### src/rtl/result_stream_out_pkg.sv
// Shared conv-engine constants and the drain-stage FSM state encoding.
package result_stream_out_pkg;

  localparam int DEF_RESULT_W = 32;
  localparam int DEF_ADDR_W   = 16;
  localparam int DEF_OUT_W    = 8;
  localparam int DEF_SHIFT_W  = 5;

  typedef enum logic [1:0] {
    IDLE,
    READ,
    DRAIN
  } state_t;

endpackage

### src/rtl/result_stream_out_if.sv
// Valid/ready sample stream carrying one requantized result per beat plus a last flag.
interface result_stream_out_if
  import result_stream_out_pkg::*;
#(
  parameter int OUT_W = DEF_OUT_W
) ();

  logic             valid;
  logic             ready;
  logic [OUT_W-1:0] data;
  logic             last;

  modport master (output valid, output data, output last, input ready);
  modport slave  (input valid, input data, input last, output ready);

endinterface

### src/rtl/result_fifo2.sv
// Two-entry valid/ready FIFO; output comes straight from storage flops and count is exposed
// so the producer can meter its reads against free space.
module result_fifo2 #(
  parameter int W = 9
) (
  input  logic         clk,
  input  logic         rst,
  input  logic         in_valid,
  input  logic [W-1:0] in_data,
  output logic         out_valid,
  input  logic         out_ready,
  output logic [W-1:0] out_data,
  output logic [1:0]   count
);

  logic [W-1:0] mem [2];
  logic         wr_ptr;
  logic         rd_ptr;
  logic         push;
  logic         pop;

  assign push      = in_valid && (count != 2'd2);
  assign pop       = out_valid && out_ready;
  assign out_valid = (count != 2'd0);
  assign out_data  = out_valid ? mem[rd_ptr] : '0;

  always_ff @(posedge clk) begin
    if (rst) begin
      wr_ptr <= 1'b0;
      rd_ptr <= 1'b0;
      count  <= 2'd0;
    end else begin
      if (push) wr_ptr <= ~wr_ptr;
      if (pop)  rd_ptr <= ~rd_ptr;
      count <= count + 2'(push) - 2'(pop);
    end
  end

  // NOTE: storage is left unreset; the pointers and count define which entries are meaningful.
  always_ff @(posedge clk) begin
    if (push) mem[wr_ptr] <= in_data;
  end

endmodule

### src/rtl/result_stream_out.sv
// Drain stage: reads a block of conv results from the result RAM, requantizes each one and
// streams it out, metering reads so the 2-entry output FIFO can never overflow.
module result_stream_out
  import result_stream_out_pkg::*;
#(
  parameter int RESULT_W = DEF_RESULT_W,
  parameter int ADDR_W   = DEF_ADDR_W,
  parameter int OUT_W    = DEF_OUT_W,
  parameter int SHIFT_W  = DEF_SHIFT_W
) (
  input  logic                clk,
  input  logic                rst,
  input  logic                start,
  input  logic [ADDR_W-1:0]   base_addr,
  input  logic [ADDR_W-1:0]   num_results,
  input  logic [SHIFT_W-1:0]  shift,
  input  logic                relu_en,
  output logic                ram_en,
  output logic [ADDR_W-1:0]   ram_addr,
  input  logic [RESULT_W-1:0] ram_dout,
  result_stream_out_if.master m,
  output logic                busy,
  output logic                done
);

  localparam logic signed [RESULT_W:0] SAT_HI = (RESULT_W+1)'((1 << (OUT_W - 1)) - 1);
  localparam logic signed [RESULT_W:0] SAT_LO = ~SAT_HI;

  // Rounding shift is done one bit wider than the stored result so the +half term cannot wrap.
  function automatic logic [OUT_W-1:0] requant(input logic [RESULT_W-1:0] x,
                                               input logic [SHIFT_W-1:0]  sh,
                                               input logic                relu);
    logic signed [RESULT_W:0] ext;
    logic signed [RESULT_W:0] rnd;
    logic signed [RESULT_W:0] y;
    ext = {x[RESULT_W-1], x};
    rnd = '0;
    if (sh != '0) begin
      rnd = {{RESULT_W{1'b0}}, 1'b1} << (sh - SHIFT_W'(1));
      y   = (ext + rnd) >>> sh;
    end else begin
      y = ext;
    end
    if (relu && (y < 0)) y = '0;
    if (y > SAT_HI)      y = SAT_HI;
    else if (y < SAT_LO) y = SAT_LO;
    return OUT_W'(y);
  endfunction

  state_t               state_q, state_d;
  logic [ADDR_W-1:0]    base_q, num_q, issue_cnt_q;
  logic [SHIFT_W-1:0]   shift_q;
  logic                 relu_q;
  logic                 inflight_q, inflight_last_q;
  logic                 done_q, done_d;
  logic                 accept;
  logic                 pop;
  logic                 last_issue;
  logic                 credit_ok;
  logic [1:0]           fifo_count;
  logic [2:0]           occupancy;

  assign pop        = m.valid && m.ready;
  assign last_issue = (issue_cnt_q == (num_q - ADDR_W'(1)));
  assign occupancy  = {1'b0, fifo_count} + {2'b00, inflight_q} - {2'b00, pop};
  assign credit_ok  = (occupancy < 3'd2);
  assign ram_addr   = base_q + issue_cnt_q;
  assign busy       = (state_q != IDLE);
  assign done       = done_q;

  // NOTE: every combinational output gets a default first so no path leaves it unassigned.
  always_comb begin
    state_d = state_q;
    ram_en  = 1'b0;
    accept  = 1'b0;
    done_d  = 1'b0;
    unique case (state_q)
      IDLE: begin
        if (start && !done_q) begin
          accept = 1'b1;
          if (num_results == '0) done_d  = 1'b1;
          else                   state_d = READ;
        end
      end
      READ: begin
        if (credit_ok) begin
          ram_en = 1'b1;
          if (last_issue) state_d = DRAIN;
        end
      end
      DRAIN: begin
        // Finish in the cycle of the final handshake so done lands one cycle after it.
        if (!inflight_q && ((fifo_count == 2'd0) || ((fifo_count == 2'd1) && pop))) begin
          state_d = IDLE;
          done_d  = 1'b1;
        end
      end
      default: state_d = IDLE;
    endcase
  end

  // NOTE: state is updated with non-blocking assignments so all flops sample the same edge values.
  always_ff @(posedge clk) begin
    if (rst) state_q <= IDLE;
    else     state_q <= state_d;
  end

  always_ff @(posedge clk) begin
    if (rst) begin
      base_q          <= '0;
      num_q           <= '0;
      shift_q         <= '0;
      relu_q          <= 1'b0;
      issue_cnt_q     <= '0;
      inflight_q      <= 1'b0;
      inflight_last_q <= 1'b0;
      done_q          <= 1'b0;
    end else begin
      done_q          <= done_d;
      inflight_q      <= ram_en;
      inflight_last_q <= ram_en && last_issue;
      if (accept) begin
        base_q      <= base_addr;
        num_q       <= num_results;
        shift_q     <= shift;
        relu_q      <= relu_en;
        issue_cnt_q <= '0;
      end else if (ram_en) begin
        issue_cnt_q <= issue_cnt_q + ADDR_W'(1);
      end
    end
  end

  result_fifo2 #(.W(OUT_W + 1)) u_fifo (
    .clk       (clk),
    .rst       (rst),
    .in_valid  (inflight_q),
    .in_data   ({inflight_last_q, requant(ram_dout, shift_q, relu_q)}),
    .out_valid (m.valid),
    .out_ready (m.ready),
    .out_data  ({m.last, m.data}),
    .count     (fifo_count)
  );

endmodule

### src/flat_wrapper.sv
// flat-port wrapper written by rule: the top's interface ports become plain ports
module result_stream_out_flat import result_stream_out_pkg::*;
#(
  parameter int RESULT_W = DEF_RESULT_W,
  parameter int ADDR_W   = DEF_ADDR_W,
  parameter int OUT_W    = DEF_OUT_W,
  parameter int SHIFT_W  = DEF_SHIFT_W
)
  (clk, rst, start, base_addr, num_results, shift, relu_en, ram_en, ram_addr, ram_dout, busy, done, m_valid, m_data, m_last, m_ready);
  result_stream_out_if #(.OUT_W(OUT_W)) m_i ();
  input  logic clk;
  input  logic rst;
  input  logic start;
  input  logic [ADDR_W-1:0] base_addr;
  input  logic [ADDR_W-1:0] num_results;
  input  logic [SHIFT_W-1:0] shift;
  input  logic relu_en;
  output logic ram_en;
  output logic [ADDR_W-1:0] ram_addr;
  input  logic [RESULT_W-1:0] ram_dout;
  output logic busy;
  output logic done;
  output wire logic [$bits(m_i.valid)-1:0] m_valid;
  output wire logic [$bits(m_i.data)-1:0] m_data;
  output wire logic [$bits(m_i.last)-1:0] m_last;
  input wire logic [$bits(m_i.ready)-1:0] m_ready;
  assign m_valid = m_i.valid;
  assign m_data = m_i.data;
  assign m_last = m_i.last;
  assign m_i.ready = m_ready;
  result_stream_out #(.RESULT_W(RESULT_W), .ADDR_W(ADDR_W), .OUT_W(OUT_W), .SHIFT_W(SHIFT_W)) u_core (.clk(clk), .rst(rst), .start(start), .base_addr(base_addr), .num_results(num_results), .shift(shift), .relu_en(relu_en), .ram_en(ram_en), .ram_addr(ram_addr), .ram_dout(ram_dout), .m(m_i), .busy(busy), .done(done));
endmodule
### config.mk
export PLATFORM = sky130hd
export DESIGN_NAME = result_stream_out_flat
export DESIGN_NICKNAME = d
export VERILOG_FILES = /design/src/rtl/result_stream_out_pkg.sv /design/src/rtl/result_stream_out_if.sv /design/src/rtl/result_fifo2.sv /design/src/rtl/result_stream_out.sv /design/src/flat_wrapper.sv
export SDC_FILE = /design/constraint.sdc
export NUM_CORES = 1
export LEC_CHECK = 0
export ABC_AREA = 1
export CORE_ASPECT_RATIO = 1.5
export CORE_UTILIZATION = 40
export DETAILED_ROUTE_END_ITERATION = 8
export GPL_ROUTABILITY_DRIVEN = 0
export GPL_TIMING_DRIVEN = 0
export PLACE_DENSITY = 0.69
export SYNTH_ARGS = -nofsm -noshare
export SYNTH_HDL_FRONTEND = slang
export SYNTH_SLANG_ARGS = --single-unit
### constraint.sdc
create_clock -name clk -period 5.95 [get_ports clk]
set_input_delay 0.8925 -clock clk [delete_from_list [all_inputs] [get_ports clk]]
set_output_delay 0.8925 -clock clk [all_outputs]
set_load 0.1 [all_outputs]
==> flow_metrics.env <==
export IMPL_run_status="finished clean"
export IMPL_clkSinkCount=82
export IMPL_io_buffers=102
export IMPL_power_density_mw_per_mm2=270
export IMPL_path_clk_slew_ns=0.07
export IMPL_start_kind="flop"
export IMPL_cts_tree="built"
export IMPL_power_mw=3.11
export IMPL_final_util_pct=48.3
export IMPL_fmax_mhz=179
export IMPL_slew_headroom_pct=33.4
export IMPL_vias_per_cell=5.44
export IMPL_drt_total_wl_um=36800
export IMPL_overflow=0
export IMPL_p_leak_nw=5.81
export IMPL_htreeDepth=3
export IMPL_post_cts_setup_buffer_count=0
export IMPL_power_frac_clock_pct=17.2
export IMPL_synth_seq_cells=82
export IMPL_rsz0062_at_grt="no"
export IMPL_yosysMostFrequentCell="nand2_1"
export IMPL_ys_warn_count=0
export IMPL_start_util_pct=41.1
export IMPL_top_level_ports=103
export IMPL_critPathSlowestCell="dfxtp_1"
export IMPL_ys_types=50
export IMPL_coreArea_mm2=0.0238
export IMPL_yosys_top_cells_area="nand2_1 19%, nand3_1 14%, dfxtp_1 13%"
export IMPL_grt_max_degree=17
export IMPL_clock_path_buffers=2
export IMPL_seq_area_frac_synth_pct=18.6
export IMPL_ff2ff_path_depth=35
export IMPL_async_reset_ff_share_pct=0
export IMPL_synth_edf_count=18
export IMPL_clock_latency_ns=0.35
export IMPL_synth_top_flop_cell="dfxtp_1"
export IMPL_die_area_mm2=0.0251
export IMPL_cp_max_fo=10
export IMPL_fin_nets=1982
export IMPL_yosys_top_cells_count="491 x nand2_1, 283 x nand3_1, 240 x inv_1, 203 x nor2_1, 89 x o21ai_0"
export IMPL_wl_per_cell_um=16.9
export IMPL_end_kind="flop"
export IMPL_min_path_type="flop to flop"
export IMPL_synthCells=1741
export IMPL_arrival_ns=5.67
export IMPL_antenna_found_initial=1
export IMPL_crit_path_frequent_cell="nand2_1"
export IMPL_fin_crit_ns=5.59
export IMPL_synth_avg_cell_area_um2=5.62
export IMPL_hold_depth=0
export IMPL_dpl_hpwl_um=30100
export IMPL_clockRootBuffer="clkbuf_16"
export IMPL_drt_first_pass_iters=7
export IMPL_drive_gt1_share_pct=4.84
export IMPL_setup_violations=0
export IMPL_n_antenna_cell=0
export IMPL_via_count=11800
export IMPL_grt_util_all_layers_pct=30.1
export IMPL_drt_iter0_markers=1003
export IMPL_synth_top_area_share_pct=18.8
export IMPL_hold_viol=0
export IMPL_dieHeight_um=194
export IMPL_slew_viol_final=0
export IMPL_place_area_mm2=0.0112
export IMPL_yosys_area_top_type="nand2_1"
export IMPL_criticalPathCategory="flop to flop"
export IMPL_period_share_pct=93.9
export IMPL_syn_cell_area_mm2=0.00978
export IMPL_ant_nets=0
export IMPL_swShare_pct=52.5
export IMPL_skew_ns=0.0121
export IMPL_synth_nets=1870
export IMPL_final_area_mm2=0.0115
export IMPL_p_seq_share_pct=22.4
export IMPL_slowest_delay_ns=0.62
export IMPL_p_int_mw=1.48
export IMPL_cts_made_buffers=9
export IMPL_area_growth_pct=17.5
export IMPL_grt_pass1_wl_um=57600
export IMPL_die_w_um=130
export IMPL_tightest_slew_ns=0.997
export IMPL_p_sw_mw=1.63
export IMPL_cap_violations=0
export IMPL_combPwrFrac_pct=60.4
export IMPL_drc_errors=0
export IMPL_required_ns=6.04
export IMPL_irDropWorstVdd_mv=0.268
export IMPL_rows=69
export IMPL_grt_pass1_vias=11500
export IMPL_setup_tns_ns=0
==> critical path, delay by kind of cell (launching register included) <==
kind | cells | cell delay (ns)
flip-flops | 1 | 0.62
AO/OA/AOI/OAI | 1 | 0.14
AND/OR/NAND/NOR | 26 | 2.88
buffers and inverters | 6 | 1.05
adder cells (fa/ha/maj) | 2 | 0.62
==> cell usage in the layout, fill, tap and decap left out, drive strengths merged, types with 9 or more instances in the layout <==
master         instances
a21oi                 70
buf                   30
clkbuf                38
clkdlybuf4s50        102
dfxtp                 64
edfxtp                18
ha                    52
inv                  249
nand2                502
nand3                289
nand4                 17
nor2                 212
nor3                  11
o21ai                 91
xnor2                  9
xor2                  33
==> kinds of logic (layout without fill, tap and decap cells) <==
| kind of cell | count (synthesis) | count (layout) | share of synthesized area (%) |
|---|---|---|---|
| and+or+nand+nor | 1060 | 1060 | 46.9 |
| AOI/OAI and AO/OA | 190 | 190 | 10.7 |
| adders and majority gates | 55 | 55 | 7.27 |
| xor gates and xnor gates | 42 | 42 | 3.76 |
| buffers and inverters | 312 | 429 | 12.7 |
| DFF | 82 | 82 | 18.6 |
==> registers in the layout, indices dropped and copies added, names as in the netlist, 2 cells and up, named ones only <==
name and cells:
u_core.num_q 16, u_core.state_q 2, u_core.u_fifo.count 2, u_core.base_q 16
u_core.issue_cnt_q 16, u_core.u_fifo.mem 18, u_core.shift_q 5
==> stage by stage <==
| step | hold slack, ns | setup WS (ns) | cells |
|---|---|---|---|
| after CTS | 0.431 | 0.315 | 2178 |
| after detailed placement | 0.415 | 0.334 | 2162 |
| after global placement | 0.406 | 0.402 | 2162 |
| after floorplan | 0.404 | 1.28 | 1741 |
| after global routing | 0.451 | 0.0133 | 2177 |
| final | 0.430 | 0.363 | 2177 |
==> cell type report <==
class / count / area [um^2]
Buffer: 59 / 294
Clock buffer: 9 / 225
Clock inverter: 7 / 58.8
Fill cell: 2651 / 12300
Inverter: 252 / 946
Multi-Input combinational cell: 1347 / 6730
Sequential cell: 82 / 1820
Tap cell: 319 / 399
Timing Repair Buffer: 102 / 1020
==> layer usage <==
layer,vias to the layer above,wire length (um),track usage [%]
met4,2,3700,27.7
li1,5856,-,-
met1,5228,13300,31.3
met5,-,15,0
met3,185,2500,5.12
met2,563,17300,50.6
==> worst paths after layout <==
check	startpoint	end	slack [ns]
max	u_core.shift_q[4]$_SDFFE_PP0P_	u_core.u_fifo.mem[0][6]$_DFFE_PP_	0.36
max reg2reg	u_core.shift_q[4]$_SDFFE_PP0P_	u_core.u_fifo.mem[0][6]$_DFFE_PP_	0.36
min reg2reg	u_core.inflight_last_q$_SDFF_PP0_	u_core.u_fifo.mem[0][8]$_DFFE_PP_	0.43
min	u_core.inflight_last_q$_SDFF_PP0_	u_core.u_fifo.mem[0][8]$_DFFE_PP_	0.43
==> power by group through the flow <==
stage	sequential, mW	combinational, mW	clock (mW)
after floorplan	0.694	1.37	0
after global placement	0.702	1.82	0
after detailed placement	0.704	1.84	0
after CTS	0.692	1.85	0.543
after global routing	0.705	2.04	0.567
final	0.697	1.87	0.534
==> what timing repair did <==
item	in CTS	in global routing
gates resized for setup	0	6
hold buffers	0	0
setup endpoints to repair	0	14
Note: power is estimated with default switching activity, not from simulation.
